--- config.mk ---
export PLATFORM = sky130hd
export DESIGN_NAME = ama_riscv_dmem_req
export DESIGN_NICKNAME = d
export VERILOG_FILES = /design/src/rtl/ama_riscv_lsu_pkg.sv /design/src/rtl/ama_riscv_store_align.sv /design/src/rtl/ama_riscv_dmem_req.sv
export SDC_FILE = /design/constraint.sdc
export NUM_CORES = 1
export LEC_CHECK = 0
export ABC_CLOCK_PERIOD_IN_PS = 2000
export BUFFER_PORTS_ARGS = -buffer_cell sky130_fd_sc_hd__buf_4
export CORE_ASPECT_RATIO = 1.5
export CORE_MARGIN = 10
export CORE_UTILIZATION = 25
export CTS_CLUSTER_SIZE = 28
export DETAILED_ROUTE_END_ITERATION = 10
export SLEW_MARGIN = 20
export SYNTH_ARGS = -nofsm -noshare
export SYNTH_HDL_FRONTEND = slang
export SYNTH_SLANG_ARGS = --single-unit
export TNS_END_PERCENT = 20
--- constraint.sdc ---
create_clock -name clk -period 2 [get_ports clk]
set_input_delay 0.3 -clock clk [delete_from_list [all_inputs] [get_ports clk]]
set_output_delay 0.3 -clock clk [all_outputs]
set_load 0.005 [all_outputs]
--- src/rtl/ama_riscv_lsu_pkg.sv ---
// ama_riscv_lsu_pkg
// Shared definitions for the AMA-RISCV load/store path: access-size
// encodings taken from funct3[1:0], the position of the unsigned-load flag
// inside funct3, and the state encoding of the data-memory request FSM.
package ama_riscv_lsu_pkg;

    // Access size, as carried in funct3[1:0]
    localparam logic [1:0] SZ_B = 2'd0;
    localparam logic [1:0] SZ_H = 2'd1;
    localparam logic [1:0] SZ_W = 2'd2;

    // funct3[2] marks a zero-extending load (lbu/lhu)
    localparam int FUNCT3_UNSIGNED_BIT = 2;

    // Request FSM states
    typedef enum logic {
        ST_IDLE = 1'b0,
        ST_BUSY = 1'b1
    } dmem_state_e;

    // Extract the access size field from a funct3 value
    function automatic logic [1:0] funct3_size(input logic [2:0] funct3);
        return funct3[1:0];
    endfunction

endpackage

--- src/rtl/ama_riscv_store_align.sv ---
// ama_riscv_store_align
// Purely combinational store lane alignment. Given an access size and the
// byte offset inside the 32-bit word it produces the byte-write-enable mask,
// the store data replicated onto every lane, and an illegal flag for sizes
// or offsets that cannot be expressed as a single aligned word access. The
// illegal flag is also the load misalignment check, since loads and stores
// share the same size/offset legality rules.
//
// Ports:
//   size_i    in  2   access size (SZ_B / SZ_H / SZ_W, 3 is reserved)
//   offset_i  in  2   byte address bits [1:0]
//   wdata_i   in  32  LSB-justified store data
//   be_o      out 4   byte enables (0 when illegal)
//   data_o    out 32  lane-replicated store data
//   illegal_o out 1   size/offset combination not allowed
module ama_riscv_store_align
    import ama_riscv_lsu_pkg::*;
(
    input  logic [1:0]  size_i,
    input  logic [1:0]  offset_i,
    input  logic [31:0] wdata_i,
    output logic [3:0]  be_o,
    output logic [31:0] data_o,
    output logic        illegal_o
);

    // Each byte lane picks the source byte that lands on it: the low byte
    // for byte stores, the matching half of the low halfword for half
    // stores, and the byte in place for word stores. Replicating this way
    // means the memory only needs the byte enables to select the target.
    genvar gi;
    generate
        for (gi = 0; gi < 4; gi++) begin : g_lane
            always_comb begin
                data_o[gi*8 +: 8] = wdata_i[gi*8 +: 8];
                case (size_i)
                    SZ_B:    data_o[gi*8 +: 8] = wdata_i[7:0];
                    SZ_H:    data_o[gi*8 +: 8] = wdata_i[(gi % 2)*8 +: 8];
                    default: data_o[gi*8 +: 8] = wdata_i[gi*8 +: 8];
                endcase
            end
        end
    endgenerate

    always_comb begin
        be_o      = 4'b0000;
        illegal_o = 1'b0;
        case (size_i)
            SZ_B: begin
                be_o = 4'b0001 << offset_i;
            end
            SZ_H: begin
                // A halfword at offset 3 would straddle two words
                if (offset_i == 2'd3) begin
                    illegal_o = 1'b1;
                end else begin
                    be_o = 4'b0011 << offset_i;
                end
            end
            SZ_W: begin
                if (offset_i != 2'd0) begin
                    illegal_o = 1'b1;
                end else begin
                    be_o = 4'b1111;
                end
            end
            default: begin
                illegal_o = 1'b1;
            end
        endcase
    end

endmodule

--- src/rtl/ama_riscv_dmem_req.sv ---
// ama_riscv_dmem_req
// Data-memory request stage of the AMA-RISCV load/store path. Accepts one
// load or store per valid/ready handshake, rejects misaligned or malformed
// requests with a one-cycle misaligned pulse, and otherwise issues a single
// one-cycle dmem_en strobe with word address, byte enables and replicated
// store data. It then waits (unbounded) for dmem_ack. For loads, the ack
// cycle raises lsm_en so the downstream load_shift_mask captures dmem_dout
// together with the held offset/width.
//
// Build option:
//   DMEM_REQ_B2B_EN  when defined, a new request may be accepted in the ack
//                    cycle, giving one access every 2 cycles. Otherwise the
//                    stage returns to IDLE first (one access per 3 cycles).
//
// Ports:
//   clk, rst          clock and synchronous active-high reset
//   req_valid/ready   request handshake
//   req_we            1 = store, 0 = load
//   req_addr          byte address
//   req_funct3        RISC-V funct3 (size in [1:0], unsigned flag in [2])
//   req_wdata         LSB-justified store data
//   dmem_en           one-cycle access strobe
//   dmem_we           byte write enables (0 for loads)
//   dmem_addr         word address req_addr[DMEM_AW+1:2]
//   dmem_din          lane-replicated store data
//   dmem_ack          memory completion (dmem_dout valid same cycle)
//   lsm_en            load result strobe for load_shift_mask
//   lsm_offset        held byte offset of the outstanding load
//   lsm_width         held funct3 of the outstanding load
//   misaligned        one-cycle pulse for a rejected request
//   stall             req_valid && !req_ready
module ama_riscv_dmem_req
    import ama_riscv_lsu_pkg::*;
#(
    parameter int DMEM_AW = 14
) (
    input  logic               clk,
    input  logic               rst,
    input  logic               req_valid,
    output logic               req_ready,
    input  logic               req_we,
    input  logic [31:0]        req_addr,
    input  logic [2:0]         req_funct3,
    input  logic [31:0]        req_wdata,
    output logic               dmem_en,
    output logic [3:0]         dmem_we,
    output logic [DMEM_AW-1:0] dmem_addr,
    output logic [31:0]        dmem_din,
    input  logic               dmem_ack,
    output logic               lsm_en,
    output logic [1:0]         lsm_offset,
    output logic [2:0]         lsm_width,
    output logic               misaligned,
    output logic               stall
);

    dmem_state_e        state_q, state_d;
    logic               dmem_en_q, dmem_en_d;
    logic [3:0]         dmem_we_q, dmem_we_d;
    logic [DMEM_AW-1:0] dmem_addr_q, dmem_addr_d;
    logic [31:0]        dmem_din_q, dmem_din_d;
    logic               we_q, we_d;
    logic [1:0]         offset_q, offset_d;
    logic [2:0]         funct3_q, funct3_d;
    logic               misaligned_q, misaligned_d;

    logic [3:0]         sa_be;
    logic [31:0]        sa_data;
    logic               sa_illegal;
    logic               req_illegal;
    logic               ack_busy;
    logic               accept;

    // Upper address bits beyond the memory window are intentionally dropped
    logic               unused_addr_bits;
    assign unused_addr_bits = ^req_addr[31:DMEM_AW+2];

    ama_riscv_store_align u_store_align (
        .size_i    (funct3_size(req_funct3)),
        .offset_i  (req_addr[1:0]),
        .wdata_i   (req_wdata),
        .be_o      (sa_be),
        .data_o    (sa_data),
        .illegal_o (sa_illegal)
    );

    // Stores have no signed/unsigned variant, so funct3[2] on a store is
    // a malformed request and is rejected the same way as misalignment.
    assign req_illegal = sa_illegal || (req_we && req_funct3[FUNCT3_UNSIGNED_BIT]);

    // An ack arriving together with reset must not complete anything
    assign ack_busy = (state_q == ST_BUSY) && dmem_ack && !rst;

`ifdef DMEM_REQ_B2B_EN
    assign req_ready = (state_q == ST_IDLE) || ack_busy;
`else
    assign req_ready = (state_q == ST_IDLE);
`endif

    assign accept = req_valid && req_ready;
    assign stall  = req_valid && !req_ready;
    assign lsm_en = ack_busy && !we_q;

    always_comb begin
        state_d      = state_q;
        dmem_en_d    = 1'b0;
        dmem_we_d    = 4'b0000;
        dmem_addr_d  = dmem_addr_q;
        dmem_din_d   = dmem_din_q;
        we_d         = we_q;
        offset_d     = offset_q;
        funct3_d     = funct3_q;
        misaligned_d = 1'b0;

        if (ack_busy) begin
            state_d = ST_IDLE;
        end

        // With back-to-back enabled this can fire in the ack cycle and
        // overrides the return to IDLE for a legal request.
        if (accept) begin
            if (req_illegal) begin
                misaligned_d = 1'b1;
            end else begin
                state_d     = ST_BUSY;
                dmem_en_d   = 1'b1;
                dmem_we_d   = req_we ? sa_be : 4'b0000;
                dmem_addr_d = req_addr[DMEM_AW+1:2];
                we_d        = req_we;
                offset_d    = req_addr[1:0];
                funct3_d    = req_funct3;
                if (req_we) begin
                    dmem_din_d = sa_data;
                end
            end
        end
    end

    always_ff @(posedge clk) begin
        if (rst) begin
            state_q      <= ST_IDLE;
            dmem_en_q    <= 1'b0;
            dmem_we_q    <= 4'b0000;
            dmem_addr_q  <= '0;
            dmem_din_q   <= 32'd0;
            we_q         <= 1'b0;
            offset_q     <= 2'd0;
            funct3_q     <= 3'd0;
            misaligned_q <= 1'b0;
        end else begin
            state_q      <= state_d;
            dmem_en_q    <= dmem_en_d;
            dmem_we_q    <= dmem_we_d;
            dmem_addr_q  <= dmem_addr_d;
            dmem_din_q   <= dmem_din_d;
            we_q         <= we_d;
            offset_q     <= offset_d;
            funct3_q     <= funct3_d;
            misaligned_q <= misaligned_d;
        end
    end

    assign dmem_en    = dmem_en_q;
    assign dmem_we    = dmem_we_q;
    assign dmem_addr  = dmem_addr_q;
    assign dmem_din   = dmem_din_q;
    assign lsm_offset = offset_q;
    assign lsm_width  = funct3_q;
    assign misaligned = misaligned_q;

endmodule

### Word-level counts from Yosys, hierarchy flattened

Index checks and enable logic that the tools add are counted.

* output and inout port bits: 60
* logic and storage cells: 48
* bits of input ports: 72
* register bits: 59

* shift operators: 2
* equality and inequality tests: 3
* bitwise logic cells: 4
* mux-type cells: 14
* reductions and logical operators: 16

Operators by type and width (number)
* $mux 8: 2
* $pmux 8 s2: 1
* $pmux 4 s3: 1
* $mux 4: 2
* $mux 1: 7
* $logic_and 1x1->1: 6
* $eq 2x2->1 const B: 2
* $not 1->1: 4
* $reduce_or 2->1: 2
* $reduce_or 4->1: 1
* $shl 1x2->4 const A: 1
* $shl 2x2->4 const A: 1
* $pmux 1 s3: 1
* $reduce_and 3->1: 1
* $eq 2x1->1 const B: 1
* $logic_not 1->1: 2
* $logic_not 2->1: 1
* $reduce_and 2->1: 1
* $reduce_bool 2->1: 1
* $logic_or 1x1->1: 1

### Logic depth before layout (Yosys ltp)

* depth in word-level cells: 6
* depth in mapped cells: 7
* gate-level depth less buffers: 5

### Hierarchy

Synthesis repeated with hierarchy kept, for this count alone.

* cells, all modules: 325
* area, all modules: 2990.4 um2

Modules (own cells, without submodules)
* ama_riscv_dmem_req: area an instance 2398.6 um2, seq. area each 1181.1 um2, cells an instance 251, times used 1
* ama_riscv_store_align: area an instance 591.8 um2, seq. area each 0.0 um2, cells an instance 74, times used 1

### Worst setup path before layout

OpenSTA, ideal clock, no wires.

* kind: input-to-reg
* start point: input req_addr[0]
* end point: register dmem_din_q[14] (netlist: dmem_din[14])
* path slack: 0.066 ns
* arrival: 1.813 ns
* buffers on the path: 2
* cell stages on the path: 6
* cell sequence: ha_1 o21a_4 or4_4 buf_6 buf_6 mux2_4

* cells in the longest elaborated chain, start to end: 6
* elaborated cells between the ends (all ways): 8
* classes of those cells: 1 x eq/ne; 3 x mux; 1 x bitwise; 3 x reduce/logical

RTL lines
* from (decl): line ama_riscv_dmem_req.sv:42 `input logic [31:0] req_addr,`
* $eq 2x2->1 or $reduce_bool 2->1 (tied branches): line ama_riscv_store_align.sv:54, ama_riscv_store_align.sv:61
* $mux 1 (on tied branches): line ama_riscv_store_align.sv:54, ama_riscv_store_align.sv:61
* $pmux 1 s3 *: line ama_riscv_store_align.sv:48 `case (size_i)`
* $logic_or 1x1->1 *: line ama_riscv_dmem_req.sv:89 `assign req_illegal = sa_illegal || (req_we && req_funct3[FUNCT3_UNSIGNED_BIT]);`
* $not 1->1 (no source line) *
* $reduce_and 3->1 (no source line) *
* to (signal assigned): line ama_riscv_dmem_req.sv:155 `dmem_din_q <= dmem_din_d;`
* to (decl): line ama_riscv_dmem_req.sv:61 `logic [31:0] dmem_din_q, dmem_din_d;`

Mark *: on every way between the ends. The rest lies on a longest branch, timed or not.
A chain may end at the register's enable or synchronous reset.

### Final worst setup path

* start point: register state_q
* end point: register dmem_din_q[26] (netlist: dmem_din[26])

* cells in the longest elaborated chain, start to end: 3

RTL lines
* from (decl): line ama_riscv_dmem_req.sv:57 `dmem_state_e state_q, state_d;`
* from (signal assigned): line ama_riscv_dmem_req.sv:151 `state_q <= state_d;`
* $not 1->1: line ama_riscv_dmem_req.sv:97 `assign req_ready = (state_q == ST_IDLE);`
* $logic_and 1x1->1: line ama_riscv_dmem_req.sv:100 `assign accept = req_valid && req_ready;`
* $reduce_and 3->1 (no source line)

Every way passes these cells.

==> impl_results.md <==
- Post-synth top area cell: dfxtp_1
- Synth Net Count: 404
- CTS sink cnt: 59
- Sequential share of power: 40.7%
- Async set-reset flop share out of synthesis: 0%
- MaxCap Viol Count: 0
- Post-Synthesis Cells: 328
- Min Clock Period, post-route: 1750 ps
- I/O Pins: 132
- Register area share after synthesis: 39.7%
- RSZ-0062 raised after global routing: false
- Most common cell in the netlist: nand2_1
- CP Class: reg -> reg
- Cts repair resizes: 0
- Yosys top cell area share: 39.7%
- HPWL after DPL: 7450 µm
- WP data required: 2200 ps
- Max Clk Rate: 572 MHz
- Max-slew headroom: 69.0%
- Delay of the slowest critical-path stage: 650 ps
- Syn Area/Cell: 9.07 µm²
- Vias: 2722
- Worst slack, placed: -50.4 ps
- Status: finished clean
- Routability Congestion: 0.855
- Switching Share: 23.3%
- Global-route wire length before repair: 15100 µm
- Crit-path max FO: 11
- Power per cell area: 706 nW/µm²
- Routed WL: 9590 µm
- Clk network pwr share: 44.9%
- Non-Filler Instances: 594
- Starting Density: 25.7%
- Initial DRC count: 86
- Drt wl/cell: 16.1 µm
- Yosys warnings: 0
- Critical-path cell list: nand2b_1 -> or4_4 -> buf_4 -> mux2i_1
- Skew-Pair Late Insertion Delay: 320 ps
- Syn-to-layout area delta: 44.3%
- Layout cells sized above 1: 40.8%
- Placement Rows: 48
- Net Sw Power: 0.707 mW
- Clk buf depth: 2
- Drt pass-1 iters: 4
- Area after DPL: 4040 µm²
- Critical path's slowest cell: or4_4
- Pins over their slew limit: 0
- Core outline area: 11600 µm²
- CP endpoint kind: flip-flop
- Die area: 16800 µm²
- Startpoint Class: flip-flop
- Post-synth EDFFs: 0
- Final Hold Viols: 0
- HP Class: in -> reg
- Pint: 2.33 mW
- TritonCTS clock tree: yes
- Worst Path Buf+Inv: 1
- DRC violations left: 0
- Top post-synthesis cells by area: dfxtp_1 (40%), mux2i_1 (14%), nand2_1 (9.6%)
- Post-CTS Setup Bufs: 0
- Design area: 4290 µm²
- Comb power frac: 14.4%
- CTS root buffer: clkbuf_16
- Netlist cell types: 34
- Grt total ovfl: 0
- Cts bufs inserted: 9
- Most frequent cells after synthesis: nand2_1 (76), dfxtp_1 (59), mux2i_1 (42)
- Worst EP arrival: 1950 ps
- Final Cycle Share: 87.4%
- Initial antenna violation count: 0
- Worst Tran Pin Value: 466 ps
- Final-layout fill cell count: 1165
- Maximum number of pins on one net before global-route repair: 50
- Lkg Pwr: 1.94 nW
- GRT Util Overall: 11.4%
- Clock transition at path regs: 50 ps
- Synth Flop Type: dfxtp_1
- Syn Std Cell Area: 2980 µm²
- Post-layout nets: 519
- Number of global-route vias before repair: 2842
- Die width: 109 µm
- Die Span Y: 154 µm
- Drt via density: 4.58
- Worst vdd ir: 0.364 mV
- Largest delay share family, worst path: simple AND/OR/NAND/NOR gates
- Placed Cells: 582
- Worst Skew: 1.63 ps
- Worst Slack Setup Final: 251 ps
- PortBufs: 115
- Htree depth: 3
- Detail Route Antenna Nets: 0
- Setup violations, final: 0
- Post-CTS Hold Fix Bufs: 0
- Diode count: 0
- Synthesized flop and latch total: 59
==> metal layers <==
layer | vias up | global-route usage (%) | share of wire, %
met5 | - | 0 | 0
met4 | 0 | 6.43 | 4.0
met3 | 21 | 3.85 | 7.6
met2 | 84 | 19.5 | 52
met1 | 1270 | 11.8 | 37
li1 | 1347 | - | -
==> cell families after synthesis <==
group | after synthesis | share of synthesized area [%]
AOI/OAI and AO/OA | 38 | 8.33
adders and majority gates | 4 | 1.68
buffers and inverters | 32 | 5.05
DFF | 59 | 39.7
muxes | 67 | 24.1
and+or+nand+nor | 128 | 21.2
==> registers in the layout, indices dropped and copies added, names as in the netlist <==
name,cells
dmem_addr,14
dmem_en,1
misaligned,1
we_q,1
state_q,1
dmem_we,4
dmem_din,32
lsm_offset,2
lsm_width,3
==> through the flow <==
stage                     power (mW)  hold WS [ps]  TNS, ps  util (%)
after global placement          1.69           443     -144      34.8
after floorplan                 1.48           442        0         -
after global routing            3.18           233        0      37.0
after CTS                       3.08           224        0      37.0
after detailed placement        1.70           450     -441      34.8
final                           3.03           234        0      37.0
==> tightest hold or removal path: stages <==
cell     delay (ps)
buf_4           110
nand2_1          40
mux2i_1          50
==> final timing paths <==
kind,start,endpoint,slack (ps),depth (start not counted)
max,state_q,dmem_din[26],250,4
min,req_addr[13],dmem_addr[11],230,3
max reg2reg,state_q,dmem_din[26],250,4
min reg2reg,dmem_addr[7],dmem_addr[7],450,2
==> power groups by stage <==
stage | clock [mW] | sequential [mW] | combinational (mW)
global placement | 0 | 1.26 | 0.435
CTS | 1.40 | 1.23 | 0.444
global route | 1.46 | 1.24 | 0.485
finish | 1.36 | 1.23 | 0.437
floorplan | 0 | 1.26 | 0.222
detailed placement | 0 | 1.26 | 0.443
==> final cells by class <==
cell class	count	area, µm²	share of cell area, %
clock buffers	12	256	5.97
multi-input cells	237	1660	38.6
flip-flops and latches	59	1180	27.5
well taps	150	188	4.37
inverters	6	22.5	0.525
repair buffers	130	988	23.0
==> placed cells by master, fill, tap and decap left out, types with 4 or more instances in the layout <==
cell type / instances
a211oi_1: 4
a21oi_1: 10
buf_4: 129
clkbuf_16: 9
dfxtp_1: 59
ha_1: 4
inv_1: 5
mux2_2: 21
mux2_4: 4
mux2i_1: 42
nand2_1: 76
nand2b_1: 12
nor2_1: 5
nor2b_1: 11
o211ai_1: 8
o21ai_0: 9
or3b_2: 9
Power figures use the tool's default switching activity.
